--- config.mk ---
export PLATFORM = sky130hd
export DESIGN_NAME = pc_sequencer
export DESIGN_NICKNAME = d
export VERILOG_FILES = /design/src/rtl/pc_sequencer_pkg.sv /design/src/rtl/pc_perf_counter.sv /design/src/rtl/pc_sequencer.sv
export SDC_FILE = /design/constraint.sdc
export NUM_CORES = 1
export LEC_CHECK = 0
export ABC_CLOCK_PERIOD_IN_PS = 6250
export CELL_PAD_IN_SITES_DETAIL_PLACEMENT = 0
export CELL_PAD_IN_SITES_GLOBAL_PLACEMENT = 1
export CORE_MARGIN = 2
export CORE_UTILIZATION = 38
export DETAILED_ROUTE_END_ITERATION = 12
export PLACE_DENSITY_LB_ADDON = 0.1
export SETUP_SLACK_MARGIN = 0.15
export SLEW_MARGIN = 20
export SYNTH_ARGS = -nofsm -noshare
export SYNTH_HDL_FRONTEND = slang
export SYNTH_HIERARCHICAL = 1
export SYNTH_SLANG_ARGS = --single-unit
--- constraint.sdc ---
create_clock -name clock -period 6.25 [get_ports clock]
set_clock_uncertainty 0.1 [all_clocks]
set_input_delay 1.25 -clock clock [delete_from_list [all_inputs] [get_ports clock]]
set_output_delay 1.25 -clock clock [all_outputs]
set_load 0.03 [all_outputs]
--- src/rtl/pc_sequencer_pkg.sv ---
// Shared definitions for the program-counter sequencer.
//   - Address and stall-bus widths, per-stage stall indices, PC step.
//   - stall_vector(): priority encoder that maps stage stall requests
//     onto the six-bit stall bus (latest requesting stage wins).
package pc_sequencer_pkg;

  localparam int ADDR_W  = 32;
  localparam int STALL_W = 6;

  // Bit positions on the stall bus, one per pipeline stage.
  localparam int STALL_PC  = 0;
  localparam int STALL_IF  = 1;
  localparam int STALL_ID  = 2;
  localparam int STALL_EX  = 3;
  localparam int STALL_MEM = 4;
  localparam int STALL_WB  = 5;

  localparam logic [ADDR_W-1:0] PC_STEP = 32'd4;

  // A stall in a later stage freezes every earlier stage as well, so the
  // vector is a thermometer code ending at the requesting stage. MEM and WB
  // are never frozen; they only receive bubbles.
  function automatic logic [STALL_W-1:0] stall_vector(input logic req_if,
                                                      input logic req_id,
                                                      input logic req_ex);
    logic [STALL_W-1:0] v;
    v = '0;
    if (req_ex) begin
      v[STALL_EX:STALL_PC] = '1;
    end else if (req_id) begin
      v[STALL_ID:STALL_PC] = '1;
    end else if (req_if) begin
      v[STALL_IF:STALL_PC] = '1;
    end
    v[STALL_MEM] = 1'b0;
    v[STALL_WB]  = 1'b0;
    return v;
  endfunction

endpackage

--- src/rtl/pc_perf_counter.sv ---
// Performance counters for the PC sequencer.
// Ports:
//   clock        in   single clock, posedge
//   reset        in   synchronous, active-high; clears both counters
//   count_cycle  in   sequencer is out of reset: count this cycle
//   count_stall  in   PC is frozen this cycle
//   cycle_count  out  cycles spent outside reset (wraps)
//   stall_count  out  cycles with the PC frozen (wraps)
module pc_perf_counter #(
  parameter int WIDTH = 32
) (
  input  logic             clock,
  input  logic             reset,
  input  logic             count_cycle,
  input  logic             count_stall,
  output logic [WIDTH-1:0] cycle_count,
  output logic [WIDTH-1:0] stall_count
);

  always_ff @(posedge clock) begin
    if (reset) begin
      cycle_count <= '0;
      stall_count <= '0;
    end else begin
      if (count_cycle) cycle_count <= cycle_count + 1'b1;
      if (count_stall) stall_count <= stall_count + 1'b1;
    end
  end

endmodule

--- src/rtl/pc_sequencer.sv ---
// Program-counter sequencer: chooses the next fetch address (sequential,
// branch, exception), drives per-stage stall and pipeline flush controls, and
// holds a taken branch that resolves while instruction fetch is stalled.
// Optional feature macro: PC_SEQ_PERF_COUNTER_EN adds cycle/stall counters.
// Ports:
//   clock              in   single clock, posedge
//   reset              in   synchronous, active-high
//   stall_request_if   in   instruction memory not ready (freeze PC, IF)
//   stall_request_id   in   load-use hazard (freeze PC..ID)
//   stall_request_ex   in   multi-cycle EX op (freeze PC..EX)
//   branch_request     in   taken branch resolved in ID this cycle
//   branch_target      in   branch destination, valid with branch_request
//   exception_request  in   precise exception from MEM
//   program_counter    out  current fetch address (registered)
//   chip_enable        out  instruction memory enable (registered)
//   stall              out  [0]=PC [1]=IF [2]=ID [3]=EX [4]=MEM [5]=WB (comb.)
//   flush              out  one-cycle pulse clearing pipeline registers
//   branch_pending     out  a captured branch target awaits the PC
//   cycle_count        out  (PC_SEQ_PERF_COUNTER_EN) cycles out of reset
//   stall_count        out  (PC_SEQ_PERF_COUNTER_EN) cycles with PC frozen
module pc_sequencer
  import pc_sequencer_pkg::*;
#(
  parameter logic [ADDR_W-1:0] RESET_VECTOR     = 32'h0000_0000,
  parameter logic [ADDR_W-1:0] EXCEPTION_VECTOR = 32'h0000_0020
`ifdef PC_SEQ_PERF_COUNTER_EN
  ,
  parameter int                COUNTER_WIDTH    = 32
`endif
) (
  input  logic               clock,
  input  logic               reset,
  input  logic               stall_request_if,
  input  logic               stall_request_id,
  input  logic               stall_request_ex,
  input  logic               branch_request,
  input  logic [ADDR_W-1:0]  branch_target,
  input  logic               exception_request,
  output logic [ADDR_W-1:0]  program_counter,
  output logic               chip_enable,
  output logic [STALL_W-1:0] stall,
  output logic               flush,
  output logic               branch_pending
`ifdef PC_SEQ_PERF_COUNTER_EN
  ,
  output logic [COUNTER_WIDTH-1:0] cycle_count,
  output logic [COUNTER_WIDTH-1:0] stall_count
`endif
);

  typedef enum logic [1:0] {
    S_RESET = 2'd0,
    S_RUN   = 2'd1,
    S_WAIT  = 2'd2,
    S_FLUSH = 2'd3
  } state_e;

  state_e            state;
  logic [ADDR_W-1:0] pending_target;

  // Stall bus is forced quiet before the first fetch and during the flush
  // pulse: the pipeline is being emptied, so nothing may be frozen.
  always_comb begin
    // NOTE: every combinationally assigned signal gets a default first so no
    // path through the block can leave it unassigned (which would be a latch).
    stall = '0;
    if (state != S_RESET && !flush) begin
      stall = stall_vector(stall_request_if, stall_request_id, stall_request_ex);
    end
  end

  // NOTE: all state below uses non-blocking assignments so every register
  // samples the pre-edge values, independent of statement order.
  always_ff @(posedge clock) begin
    if (reset) begin
      state           <= S_RESET;
      program_counter <= RESET_VECTOR;
      chip_enable     <= 1'b0;
      flush           <= 1'b0;
      branch_pending  <= 1'b0;
      // NOTE: pending_target is a data register qualified by branch_pending,
      // so it is deliberately left out of reset.
    end else begin
      flush <= 1'b0;
      if (state == S_RESET) begin
        // PC already holds RESET_VECTOR, so the first fetch uses it.
        state       <= S_RUN;
        chip_enable <= 1'b1;
      end else if (exception_request) begin
        state           <= S_FLUSH;
        program_counter <= EXCEPTION_VECTOR;
        flush           <= 1'b1;
        branch_pending  <= 1'b0;
      end else begin
        case (state)
          S_RUN:   if (stall_request_if) state <= S_WAIT;
          S_WAIT:  if (!stall_request_if) state <= S_RUN;
          default: state <= S_RUN;
        endcase

        if (stall[STALL_PC]) begin
          // Only an IF-only stall lets ID retire the branch; a frozen ID will
          // present the same branch again once it is released.
          if (branch_request && !stall[STALL_ID]) begin
            pending_target <= branch_target;
            branch_pending <= 1'b1;
          end
        end else if (branch_pending) begin
          program_counter <= pending_target;
          branch_pending  <= 1'b0;
        end else if (branch_request) begin
          program_counter <= branch_target;
        end else begin
          program_counter <= program_counter + PC_STEP;
        end
      end
    end
  end

`ifdef PC_SEQ_PERF_COUNTER_EN
  pc_perf_counter #(
    .WIDTH (COUNTER_WIDTH)
  ) u_perf (
    .clock       (clock),
    .reset       (reset),
    .count_cycle (state != S_RESET),
    .count_stall (stall[STALL_PC]),
    .cycle_count (cycle_count),
    .stall_count (stall_count)
  );
`endif

endmodule
Word level (Yosys, flattened, before mapping)
Cells that the tools add are included.
{ "totals": {"out_inout_bits": 41, "elab_cells": 50, "ff_bits": 69} }
{ "classes": {"reduce_logical": 12, "addsub": 1, "eq_ne": 8, "muxes": 19, "bitwise_logic": 3} }
{ "op_table": {"columns": ["op", "n"], "rows": [
  ["32-bit 2-to-1 mux", 4],
  ["32-bit by 3-bit adder with 32-bit output, second input constant", 1],
  ["2-bit 2-to-1 mux", 5],
  ["4-bit inequality test, second input constant", 2],
  ["2-bit AND reduction", 4],
  ["1-bit 2-to-1 mux", 7],
  ["3-bit inequality test, second input constant", 2],
  ["5-bit AND reduction", 1],
  ["4-bit 2-to-1 mux", 1],
  ["2-bit one-hot mux with 2 select lines", 1],
  ["3-bit 2-to-1 mux", 1],
  ["3-bit by 2-bit inequality test with 1-bit output, second input constant", 1],
  ["1-bit inverter", 3],
  ["2-bit by 1-bit equality test with 1-bit output, second input constant", 1],
  ["2-bit equality test, second input constant", 1],
  ["1-bit logical AND", 2],
  ["1-bit logical NOT", 2],
  ["2-bit logical NOT", 1],
  ["2-bit inequality test, second input constant", 1],
  ["2-bit nonzero test", 1],
  ["2-bit OR reduction", 1]
]} }

Depth between registers and ports, before layout
{ "depth": {"ltp_word": 9, "depth_mapped": 8, "ltp_nobuf": 6} }

Worst setup path after synthesis
Ideal clock, no wire load.
{ "synth_path": {"path_kind": "input -> register", "start": "input port stall_request_id", "end": "register pending_target[0] (enable)", "path_slack_ns": 0.471, "n_path_buf": 1, "t_arrival_ns": 5.167, "required_time_ns": 5.637, "stages": 4, "cell_sequence": "or3_1 -> clkbuf_2 -> and2_2 -> nor4b_1"} }
{ "synth_via": {"elab_cells_between_ends": 7, "cone_classes": "mux: 4; reduce/logical: 3"} }
{ "synth_rtl": {"columns": ["item", "line_no", "rtl"], "rows": [
  ["start: declaration", "pc_sequencer.sv:34", "input logic stall_request_id,"],
  ["2-bit 2-to-1 mux", "pc_sequencer_pkg.sv:30", "end else if (req_id) begin"],
  ["3-bit 2-to-1 mux", "pc_sequencer_pkg.sv:28", "if (req_ex) begin"],
  ["4-bit 2-to-1 mux", "pc_sequencer.sv:67", "if (state != S_RESET && !flush) begin"],
  ["net stall[0]", "pc_sequencer.sv:41", "output logic [STALL_W-1:0] stall,"],
  ["5-bit AND reduction (no line)", null, null],
  ["end signal: assignment", "pc_sequencer.sv:105", "pending_target <= branch_target;"],
  ["end: declaration", "pc_sequencer.sv:59", "logic [ADDR_W-1:0] pending_target;"]
]} }
The timed path passes the listed nets, and every way through them passes these cells.
A chain may end at the register's enable or synchronous reset.

Final worst setup path
{ "layout_path": {"start": "input port stall_request_id", "end": "output port stall[0]"} }
{ "layout_via": {"elab_chain_len": 3} }
{ "layout_lines": {"columns": ["item", "line_no"], "rows": [
  ["2-bit 2-to-1 mux", "pc_sequencer_pkg.sv:30"],
  ["3-bit 2-to-1 mux", "pc_sequencer_pkg.sv:28"],
  ["4-bit 2-to-1 mux", "pc_sequencer.sv:67"],
  ["end: declaration", "pc_sequencer.sv:41"]
]} }
Every way passes these cells.

==> key figures <==
Logic synthesis
  • Post-Syn Area: 0.00339 mm^2
  • Post-Synth XOR/XNOR Area: 0.517%
  • Post-synthesis simple-gate area fraction: 16.4%
  • Mean post-synth cell area: 9.46 um^2
  • Post-synthesis mux area share: 0.887%
  • Largest cells by area after synthesis: edfxtp_1, dfxtp_1, nor2_1, a21oi_1, o22ai_1
  • Synth Register Bits: 69
  • Main combinational cell family by area after synthesis: compound AO/OA/AOI/OAI gates
  • Synth Area in Adders: 0.369%
  • EDFF count, synth: 32
  • Compound-Gate Fraction of Synth Area: 26.1%
  • Cells after synthesis: 358
  • Synth warn: 6
  • Post-synth top flop: dfxtp_1
  • Yosys top cell by area: edfxtp_1
  • Async SR Flop Fraction: 0%
  • Synth unique cells: 50
  • Synth top area share: 28.4%
  • Register area share after synthesis: 50.2%

Floorplan
  • Core area: 0.00868 mm^2
  • Die Width: 98.4 um
  • Initial Utilization: 39.0%
  • Die height: 98.4 um
  • Die area: 0.00968 mm^2
  • IO Count: 80
  • FP Rows: 34

Timing
  • Final period util: 69.6%
  • Tmin final: 4.35 ns
  • Endpoints failing setup: 0
  • Setup TNS: 0 ns
  • Worst-margin pin slew: 1.05 ns
  • Max-slew violations: 0
  • Final Hold Vio Count: 0
  • Max Freq: 0.230 GHz
  • RSZ-0062 raised after global routing: no
  • Slew margin rel.: 30.3%

Layout
  • FILL cells: 853
  • Final non-filler cell area: 0.00445 mm^2
  • Commonest non-fill, non-tap cell in the layout: clkdlybuf4s50_1
  • Fin nets: 467
  • Most frequent cells in the layout: clkdlybuf4s50_1, nor2_1, dfxtp_1
  • P&R area growth vs syn: 31.4%
  • Layout cells sized above 1: 6.02%
  • Antenna diodes: 0

Global route
  • GRT Max-Usage Layer: met2
  • Met3 Usage GRT: 3.40%
  • Initial antenna violation count: 0
  • Grt total ovfl: 0
  • GRT Total Usage: 20.1%
  • GR Util met1: 28.2%
  • Vias in the first global route: 2966
  • M2 GR Usage: 31.8%
  • Pin count of the biggest net entering global routing: 33
  • First-pass GRT wire length: 15500 um

Job
  • Max-cap viol count: 0

Routing
  • DRT iter0 DRCs: 131
  • Vias per Instance: 5.61
  • DRC Markers: 0
  • Post-DR wirelength/cell: 17.6 um
  • Routed wire length: 9530 um
  • Final ANT Viol Nets: 0
  • Total number of vias: 3030
  • DRT Pass-1 Iters: 4

Worst hold path
  • Hold crit path type: flop to flop

Clock tree
  • Post-CTS sizing: 0
  • Clock Sinks: 69
  • Post-CTS Hold Buffers: 0
  • Worst-Skew Late Latency: 0.35 ns
  • CTS Buf Count: 9
  • Worst-path clk slew: 0.07 ns
  • Max H-tree Level: 3
  • CTS tree: done
  • Root Driver: clkbuf_8
  • Post-CTS setup buffers: 0
  • Clock Tree Buf Depth: 2

Worst setup path
  • Critical Path Sink Type: output port
  • Required @ worst endpoint: 4.90 ns
  • CP startpoint kind: input port
  • Crit Path Category: input port to output port
  • Crit path arrival time: 3.00 ns
  • CP Max Fanout: 6

Place
  • Input/output buffers: 77
  • DP HPWL: 6540 um
  • RePlAce Congestion: 0.800
  • Placed inst area: 0.00421 mm^2

Power and ir drop
  • Power Density: 255 mW/mm^2
  • Leakage power: 1.45 nW
  • Worst-case vdd ir drop: 98.5 uV

Status
  • Status: finished clean
per-stage QoR:
step / hold WS [ns] / total power, mW / util [%] / worst slack (ns) / instances
6_report: 0.368 / 1.13 / 51.3 / 1.90 / 540
4_1_cts: 0.370 / 1.15 / 51.3 / 1.89 / 540
3_3_place_gp: 0.343 / 0.698 / 48.5 / 1.91 / 524
5_1_grt: 0.388 / 1.18 / 51.3 / 1.84 / 540
2_1_floorplan: 0.374 / 0.623 / - / 0.471 / 359
3_5_place_dp: 0.360 / 0.701 / 48.5 / 1.89 / 524
final timing paths:
check	start	endpoint	slack, ns	cells after the start
max	stall_request_id	stall[0]	1.90	4
max reg2reg	branch_pending$_SDFFE_PP0P_	program_counter[18]$_SDFFE_PP0P_	3.67	4
min	program_counter[0]$_SDFFE_PP0P_	program_counter[0]$_SDFFE_PP0P_	0.37	2
min reg2reg	program_counter[0]$_SDFFE_PP0P_	program_counter[0]$_SDFFE_PP0P_	0.37	2
state kept, by name, indices dropped and copies added (netlist names):
| register | count |
|---|---|
| chip_enable | 1 |
| state | 2 |
| flush | 1 |
| program_counter | 32 |
| pending_target | 32 |
| branch_pending | 1 |
power by group:
group          switching (mW)  internal [mW]
Clock                   0.178          0.265
Combinational           0.103         0.0794
Sequential             0.0193          0.488
cell usage after synthesis (2+ instances only):
master      n
nand2b_1    3
and2_1      2
a22oi_1     2
xor2_1      2
o21ai_0    19
a21oi_1    24
buf_4       3
nand4_1    10
mux2i_1     3
a32oi_1     2
nand3_1     9
or3_1       6
clkbuf_1   15
nor4b_1     2
or2_2       2
nor3_1     17
o21ai_1     7
o22ai_1    17
nor4_1      2
inv_1      18
dfxtp_1    37
o221ai_1    6
nand2_1    17
o31ai_1    13
o2bb2ai_1  12
a22o_1     10
a21o_1      4
a31oi_1     3
buf_6       2
edfxtp_1   32
nor2_1     38
critical path, cell delays in order:
cell and delay (ns):
clkdlybuf4s50_1 0.41, or3_1 0.49, and2_2 0.26, clkdlybuf4s50_1 0.59
routing by layer:
metal  vias to the layer above  part of all wire, %
met3                        11                  4.8
met4                         0                  1.3
met1                      1431                   48
li1                       1508                    -
met2                        80                   46
met5                         -                    0
cell type report:
cell class | count | area [um^2] | area share, %
clock buffer | 10 | 128 | 2.87
clock inverter | 6 | 111 | 2.50
inverter | 18 | 67.6 | 1.52
multi-input combinational | 249 | 1510 | 34.0
sequential | 69 | 1700 | 38.2
tap | 108 | 135 | 3.04
timing repair buffer | 80 | 793 | 17.8
logic make-up after synthesis:
logic type / after synthesis
fa+ha+maj: 1
compound gates: 127
mux: 3
other cells: 1
xor+xnor: 2
simple gates: 114
buf+inv: 41
flops: 69
Note: power is estimated with default switching activity, not from simulation.
